===== src/rtl/router_pkg.sv =====
// Shared router definitions: byte/depth defaults, header field layout,
// the stored FIFO word type and the header length-to-count helper.
// No ports; imported by router_fifo_if, router_fifo_mem and router_fifo.
package router_pkg;

  localparam int ROUTER_WIDTH = 8;
  localparam int ROUTER_DEPTH = 16;

  // Header byte layout: payload length in [7:2], destination address in [1:0]
  localparam int HDR_LEN_MSB  = 7;
  localparam int HDR_LEN_LSB  = 2;
  localparam int HDR_ADDR_MSB = 1;
  localparam int HDR_ADDR_LSB = 0;

  // One storage word: header tag above the data byte
  typedef struct packed {
    logic                    tag;
    logic [ROUTER_WIDTH-1:0] data;
  } fifo_word_t;

  // Bytes still to emit after a header: payload length plus the parity byte
  function automatic logic [6:0] hdr_count(input logic [ROUTER_WIDTH-1:0] hdr);
    return {1'b0, hdr[HDR_LEN_MSB:HDR_LEN_LSB]} + 7'd1;
  endfunction

endpackage


===== src/rtl/router_fifo_if.sv =====
// Handshake bundle between the synchroniser/destination side and one router_fifo.
// master: drives soft_reset, write_enb, read_enb, lfd_state, data_in; sees data_out, full, empty.
// slave : the FIFO side of the same signals.
interface router_fifo_if
  import router_pkg::*;
#(
  parameter int WIDTH = ROUTER_WIDTH
);
  logic             soft_reset;
  logic             write_enb;
  logic             read_enb;
  logic             lfd_state;
  logic [WIDTH-1:0] data_in;
  logic [WIDTH-1:0] data_out;
  logic             full;
  logic             empty;

  modport master (
    output soft_reset, write_enb, read_enb, lfd_state, data_in,
    input  data_out, full, empty
  );

  modport slave (
    input  soft_reset, write_enb, read_enb, lfd_state, data_in,
    output data_out, full, empty
  );
endinterface


===== src/rtl/router_fifo_mem.sv =====
// Simple dual-port register file of tagged words: synchronous write, asynchronous read.
// Ports: clock; i_wr_en/i_wr_addr/i_wr_data write port; i_rd_addr -> o_rd_data read port.
// Contents are not reset; the owning FIFO's pointers define what is valid.
module router_fifo_mem
  import router_pkg::*;
#(
  parameter int DEPTH = ROUTER_DEPTH,
  localparam int AW   = $clog2(DEPTH)
) (
  input  logic          clock,
  input  logic          i_wr_en,
  input  logic [AW-1:0] i_wr_addr,
  input  fifo_word_t    i_wr_data,
  input  logic [AW-1:0] i_rd_addr,
  output fifo_word_t    o_rd_data
);

  fifo_word_t r_mem [DEPTH];

  always_ff @(posedge clock) begin
    if (i_wr_en) r_mem[i_wr_addr] <= i_wr_data;
  end

  assign o_rd_data = r_mem[i_rd_addr];

endmodule


===== src/rtl/router_fifo.sv =====
// Per-destination router output buffer: header-tagged FIFO that drives data_out idle between packets.
// Ports: clock, reset (async, active-high); bus (router_fifo_if.slave): soft_reset, write_enb,
// read_enb, lfd_state, data_in in; data_out (registered), full, empty out.
// ROUTER_FIFO_TRISTATE_EN: when defined, idle data_out is high-impedance instead of zero.
module router_fifo
  import router_pkg::*;
#(
  parameter int DEPTH = ROUTER_DEPTH,
  parameter int WIDTH = ROUTER_WIDTH
) (
  input  logic          clock,
  input  logic          reset,
  router_fifo_if.slave  bus
);

  localparam int AW = $clog2(DEPTH);

  logic [AW:0]      r_wr_ptr;
  logic [AW:0]      r_rd_ptr;
  logic [6:0]       r_count;
  logic [WIDTH-1:0] r_data_out;

  logic             w_full;
  logic             w_empty;
  logic             w_push;
  logic             w_pop;
  fifo_word_t       w_wr_word;
  fifo_word_t       w_rd_word;
  logic [6:0]       w_count_nxt;
  logic [WIDTH-1:0] w_data_nxt;
  logic             w_idle_nxt;

  // Pointers carry one extra wrap bit so full and empty are distinguishable
  assign w_empty = (r_wr_ptr == r_rd_ptr);
  assign w_full  = (r_wr_ptr[AW-1:0] == r_rd_ptr[AW-1:0]) && (r_wr_ptr[AW] != r_rd_ptr[AW]);

  // Flags are taken before the edge, so a simultaneous push/pop never bypasses
  assign w_push = bus.write_enb && !w_full  && !bus.soft_reset;
  assign w_pop  = bus.read_enb  && !w_empty && !bus.soft_reset;

  assign w_wr_word = '{tag: bus.lfd_state, data: bus.data_in};

  router_fifo_mem #(.DEPTH(DEPTH)) u_mem (
    .clock     (clock),
    .i_wr_en   (w_push),
    .i_wr_addr (r_wr_ptr[AW-1:0]),
    .i_wr_data (w_wr_word),
    .i_rd_addr (r_rd_ptr[AW-1:0]),
    .o_rd_data (w_rd_word)
  );

  always_ff @(posedge clock or posedge reset) begin
    if (reset) begin
      r_wr_ptr <= '0;
      r_rd_ptr <= '0;
    end else if (bus.soft_reset) begin
      r_wr_ptr <= '0;
      r_rd_ptr <= '0;
    end else begin
      if (w_push) r_wr_ptr <= r_wr_ptr + 1'b1;
      if (w_pop)  r_rd_ptr <= r_rd_ptr + 1'b1;
    end
  end

  // Read-side packet tracking: count is the number of bytes still owed to the
  // current packet; a non-header word arriving with nothing owed is dropped.
  always_comb begin
    w_count_nxt = r_count;
    w_data_nxt  = r_data_out;
    w_idle_nxt  = 1'b0;
    if (bus.soft_reset) begin
      w_count_nxt = '0;
      w_idle_nxt  = 1'b1;
    end else if (w_pop) begin
      if (w_rd_word.tag) begin
        // A header always restarts tracking, abandoning any unfinished packet
        w_data_nxt  = w_rd_word.data;
        w_count_nxt = hdr_count(w_rd_word.data);
      end else if (r_count != '0) begin
        w_data_nxt  = w_rd_word.data;
        w_count_nxt = r_count - 7'd1;
      end else begin
        w_idle_nxt = 1'b1;
      end
    end else if (r_count == '0) begin
      w_idle_nxt = 1'b1;
    end
    if (w_idle_nxt) w_data_nxt = '0;
  end

  always_ff @(posedge clock or posedge reset) begin
    if (reset) begin
      r_count    <= '0;
      r_data_out <= '0;
    end else begin
      r_count    <= w_count_nxt;
      r_data_out <= w_data_nxt;
    end
  end

`ifdef ROUTER_FIFO_TRISTATE_EN
  logic r_drive;

  always_ff @(posedge clock or posedge reset) begin
    if (reset) r_drive <= 1'b0;
    else       r_drive <= !w_idle_nxt;
  end

  assign bus.data_out = r_drive ? r_data_out : {WIDTH{1'bz}};
`else
  assign bus.data_out = r_data_out;
`endif

  assign bus.full  = w_full;
  assign bus.empty = w_empty;

endmodule


===== src/flat_wrapper.sv =====
// flat-port wrapper written by rule: the top's interface ports become plain ports
module router_fifo_flat import router_pkg::*;
#(
  parameter int DEPTH = ROUTER_DEPTH,
  parameter int WIDTH = ROUTER_WIDTH
)
  (clock, reset, bus_soft_reset, bus_write_enb, bus_read_enb, bus_lfd_state, bus_data_in, bus_data_out, bus_full, bus_empty);
  router_fifo_if #(.WIDTH(WIDTH)) bus_i ();
  input  logic clock;
  input  logic reset;
  input wire logic [$bits(bus_i.soft_reset)-1:0] bus_soft_reset;
  input wire logic [$bits(bus_i.write_enb)-1:0] bus_write_enb;
  input wire logic [$bits(bus_i.read_enb)-1:0] bus_read_enb;
  input wire logic [$bits(bus_i.lfd_state)-1:0] bus_lfd_state;
  input wire logic [$bits(bus_i.data_in)-1:0] bus_data_in;
  output wire logic [$bits(bus_i.data_out)-1:0] bus_data_out;
  output wire logic [$bits(bus_i.full)-1:0] bus_full;
  output wire logic [$bits(bus_i.empty)-1:0] bus_empty;
  assign bus_i.soft_reset = bus_soft_reset;
  assign bus_i.write_enb = bus_write_enb;
  assign bus_i.read_enb = bus_read_enb;
  assign bus_i.lfd_state = bus_lfd_state;
  assign bus_i.data_in = bus_data_in;
  assign bus_data_out = bus_i.data_out;
  assign bus_full = bus_i.full;
  assign bus_empty = bus_i.empty;
  router_fifo #(.DEPTH(DEPTH), .WIDTH(WIDTH)) u_core (.clock(clock), .reset(reset), .bus(bus_i));
endmodule

===== config.mk =====
export PLATFORM = sky130hd
export DESIGN_NAME = router_fifo_flat
export DESIGN_NICKNAME = d
export VERILOG_FILES = /design/src/rtl/router_pkg.sv /design/src/rtl/router_fifo_if.sv /design/src/rtl/router_fifo_mem.sv /design/src/rtl/router_fifo.sv /design/src/flat_wrapper.sv
export SDC_FILE = /design/constraint.sdc
export NUM_CORES = 1
export LEC_CHECK = 0
export ABC_CLOCK_PERIOD_IN_PS = 3900
export BUFFER_PORTS_ARGS = -buffer_cell sky130_fd_sc_hd__buf_2
export CELL_PAD_IN_SITES_DETAIL_PLACEMENT = 1
export CELL_PAD_IN_SITES_GLOBAL_PLACEMENT = 1
export CORE_MARGIN = 1
export CORE_UTILIZATION = 35
export CTS_CLUSTER_DIAMETER = 120
export DETAILED_ROUTE_END_ITERATION = 8
export PLACE_DENSITY = 0.61
export SETUP_SLACK_MARGIN = 0.1
export SYNTH_ARGS = -nofsm -noshare
export SYNTH_HDL_FRONTEND = slang
export SYNTH_SLANG_ARGS = --single-unit

===== constraint.sdc =====
create_clock -name clock -period 3.9 [get_ports clock]
set_input_delay 0.585 -clock clock [delete_from_list [all_inputs] [get_ports clock]]
set_output_delay 0.585 -clock clock [all_outputs]
set_load 0.02 [all_outputs]

==> results_dict.tcl <==
set metrics [dict create \
    cpPeakStageDelay_ns 0.72 \
    fp.dieW_um 144.3 \
    avgViaCountPerCell 5.211 \
    synth_flop_cell "edfxtp_1" \
    routed_wl_mm 16.71 \
    cts_setup_buffers 0 \
    place.gp.congestion 0.7703 \
    synth_area_leaders "edfxtp_1 61%, mux4_2 10%, dfrtp_1 8.8%, mux4_1 3.7%, nor2_1 1.9%" \
    yosysUniqueCellTypes 48 \
    synth_edf_count 144 \
    cts_resized 0 \
    drive_above_1_share_pct 25.56 \
    finalSetupViolCount 0 \
    r2r_end "u_core.r_count[4]" \
    path_delay_family "multiplexers" \
    seq_area_um2 4952 \
    power_leakage_uw 0.002756 \
    synth_area_um2 7089 \
    root_buffer "clkbuf_16" \
    cp-start-kind "flop" \
    synth_top_area_share_pct 61.00 \
    core-area_um2 19650 \
    fin_worst_skew_ns 0.008731 \
    rsz0062_at_grt "no" \
    grt_pass1_wl_mm 25.24 \
    start_util_pct 36.07 \
    clk_pin_slew_ns 0.06 \
    ioPinCount 24 \
    path_class "flop to flop" \
    tritoncts "done" \
    yosysMostFrequentCell "edfxtp_1" \
    synth_area_leader_cell "edfxtp_1" \
    cts.sinks 169 \
    critical_path.max_fanout 21 \
    synth_common_cells "144 x edfxtp_1, 35 x nor2_1, 32 x mux4_2" \
    synth_cells 385 \
    critPathBufInv 1 \
    synth_seq_area_share_pct 69.82 \
    slew_viol_final 0 \
    dpl.cell_count 679 \
    wl_per_cell_um 23.51 \
    power_density_nw_per_um2 526.8 \
    rows 51 \
    reg2reg_slack_ns 0.72 \
    worstPathArrival_ns 3.49 \
    diodes 0 \
    cp.required_ns 4.21 \
    rr_worst_depth 9 \
    antenna_found_initial 1 \
    globalRouteOverflowTotal 0 \
    drt_first_pass_iters 4 \
    port_buffers 23 \
    die_area_um2 20830 \
    clock.fmax_mhz 314.1 \
    track_usage_pct 17.59 \
    instances_no_fill 711 \
    end_kind "flop" \
    drv_cap 0 \
    ant_nets 0 \
    cpMostUsedCell "mux2i_1" \
    area_growth_syn_to_layout_pct 14.56 \
    crit_chain "buf_4 > mux4_2 > mux2i_1 > mux2i_1 > ha_1 > o311ai_1 > xor2_1 > nor2_1 > o31a_1" \
    numCtsBuffers 17 \
    multi_input_area_um2 1972 \
    ir_drop_mv 0.3134 \
    worst_pin_slew_ns 1.035 \
    status "completed" \
    fp.dieH_um 144.3 \
    drc 0 \
    htree_num_levels 4 \
    avgSynthCellArea_um2 18.41 \
    fin_nets 454 \
    relSlewSlack_pct 29.20 \
    min_path_type "input pin to asynchronous set/reset pin" \
    finalCriticalPeriod_ns 3.184 \
    grt_pass1_vias 3984 \
    synth-seq-cells 169 \
    clk_latency_ns 0.42 \
    ys.warnings.count 0 \
    num_vias 3705 \
    dp_hpwl_mm 10.84 \
    synth_fp_nets 406 \
    cts_hold_buf 0 \
    finalCritPeriodShare_pct 81.64 \
    fillers 1973 \
    grt_max_degree 26 \
    hold_viol 0 \
    clockBufferDepth 2 \
    drt_iter0_drc 298 \
    tns_ns 0 \
    ys_async_sr_fraction_pct 14.79 \
    critPathSlowestCell "dfrtp_2" \
    total_power_uw 4278 \
    r2r-start "u_core.r_rd_ptr[0]" \
]
-- power by group --
group	total, uW	leakage, uW	internal, uW	switching, uW
Combinational	654	0.000865	292	362
Clock	1550	0.000253	874	680
Sequential	2070	0.00164	2000	66.9
-- layer usage --
layer	vias to the layer above	part of all wire, %	track usage [%]
met5	-	0.060	0
met4	2	2.0	7.258
met3	25	4.1	3.576
met2	80	48	27.99
met1	1963	46	23.50
li1	1635	-	-
-- per-stage QoR --
stage	worst slack, ns	utilization [%]	hold slack, ns	cell area (um^2)
after global placement	0.7417	38.59	0.4840	7585
after floorplan	1.266	-	0.5019	7089
after detailed placement	0.6427	38.59	0.4885	7585
after global routing	0.4447	41.32	0.5014	8122
final	0.7159	41.32	0.4095	8122
after CTS	0.6424	41.32	0.4267	8122
-- how the worst max path moves through the flow --
stage                       start  cells after the start                   endpoint
2_1_floorplan  u_core.r_rd_ptr[1]                      8   u_core.u_mem.r_mem[5][0]
3_3_place_gp   u_core.r_rd_ptr[0]                      9          u_core.r_count[4]
3_5_place_dp   u_core.r_rd_ptr[0]                      9          u_core.r_count[4]
4_1_cts        u_core.r_rd_ptr[0]                      9          u_core.r_count[4]
5_1_grt        u_core.r_rd_ptr[0]                      7  u_core.u_mem.r_mem[13][6]
6_report       u_core.r_rd_ptr[0]                      9          u_core.r_count[4]
-- kinds of logic (layout without fill, tap and decap cells) --
group                    Yosys count  after routing  synth area share, %
AO/OA/AOI/OAI                     33             33                3.901
AND/OR/NAND/NOR                   84             84                5.719
adder cells (fa/ha/maj)            7              7                1.235
buffers and inverters             26             87                2.365
XOR/XNOR                          17             17                2.100
flip-flops                       169            169                69.82
multiplexers                      49             49                14.86
-- state kept, by name, summed over array words and instances (netlist names) --
name / flops
u_core.r_rd_ptr: 5
u_core.u_mem.r_mem: 144
u_core.r_count: 7
u_core.bus.data_out: 8
u_core.r_wr_ptr: 5
-- final cells by class --
cell class | count | share of cell area (%)
inverter | 7 | 0.3235
timing repair buffer | 48 | 3.728
clock inverter | 12 | 1.232
multi-input combinational | 190 | 24.28
clock buffer | 20 | 5.377
sequential | 169 | 60.98
tap | 265 | 4.083
-- layout by cell type, fill, tap and decap left out, drive strengths merged, types with 4 or more instances in the layout --
| master | n |
|---|---|
| xor2 | 8 |
| a22o | 9 |
| nand2 | 16 |
| edfxtp | 144 |
| xnor2 | 9 |
| nand3 | 4 |
| buf | 48 |
| clkinv | 6 |
| nor2 | 37 |
| o21ai | 4 |
| mux2i | 7 |
| a21oi | 5 |
| nand4 | 6 |
| dfrtp | 25 |
| ha | 7 |
| clkbuf | 20 |
| inv | 9 |
| mux4 | 42 |
No activity file was read; power rests on OpenSTA's default activity.
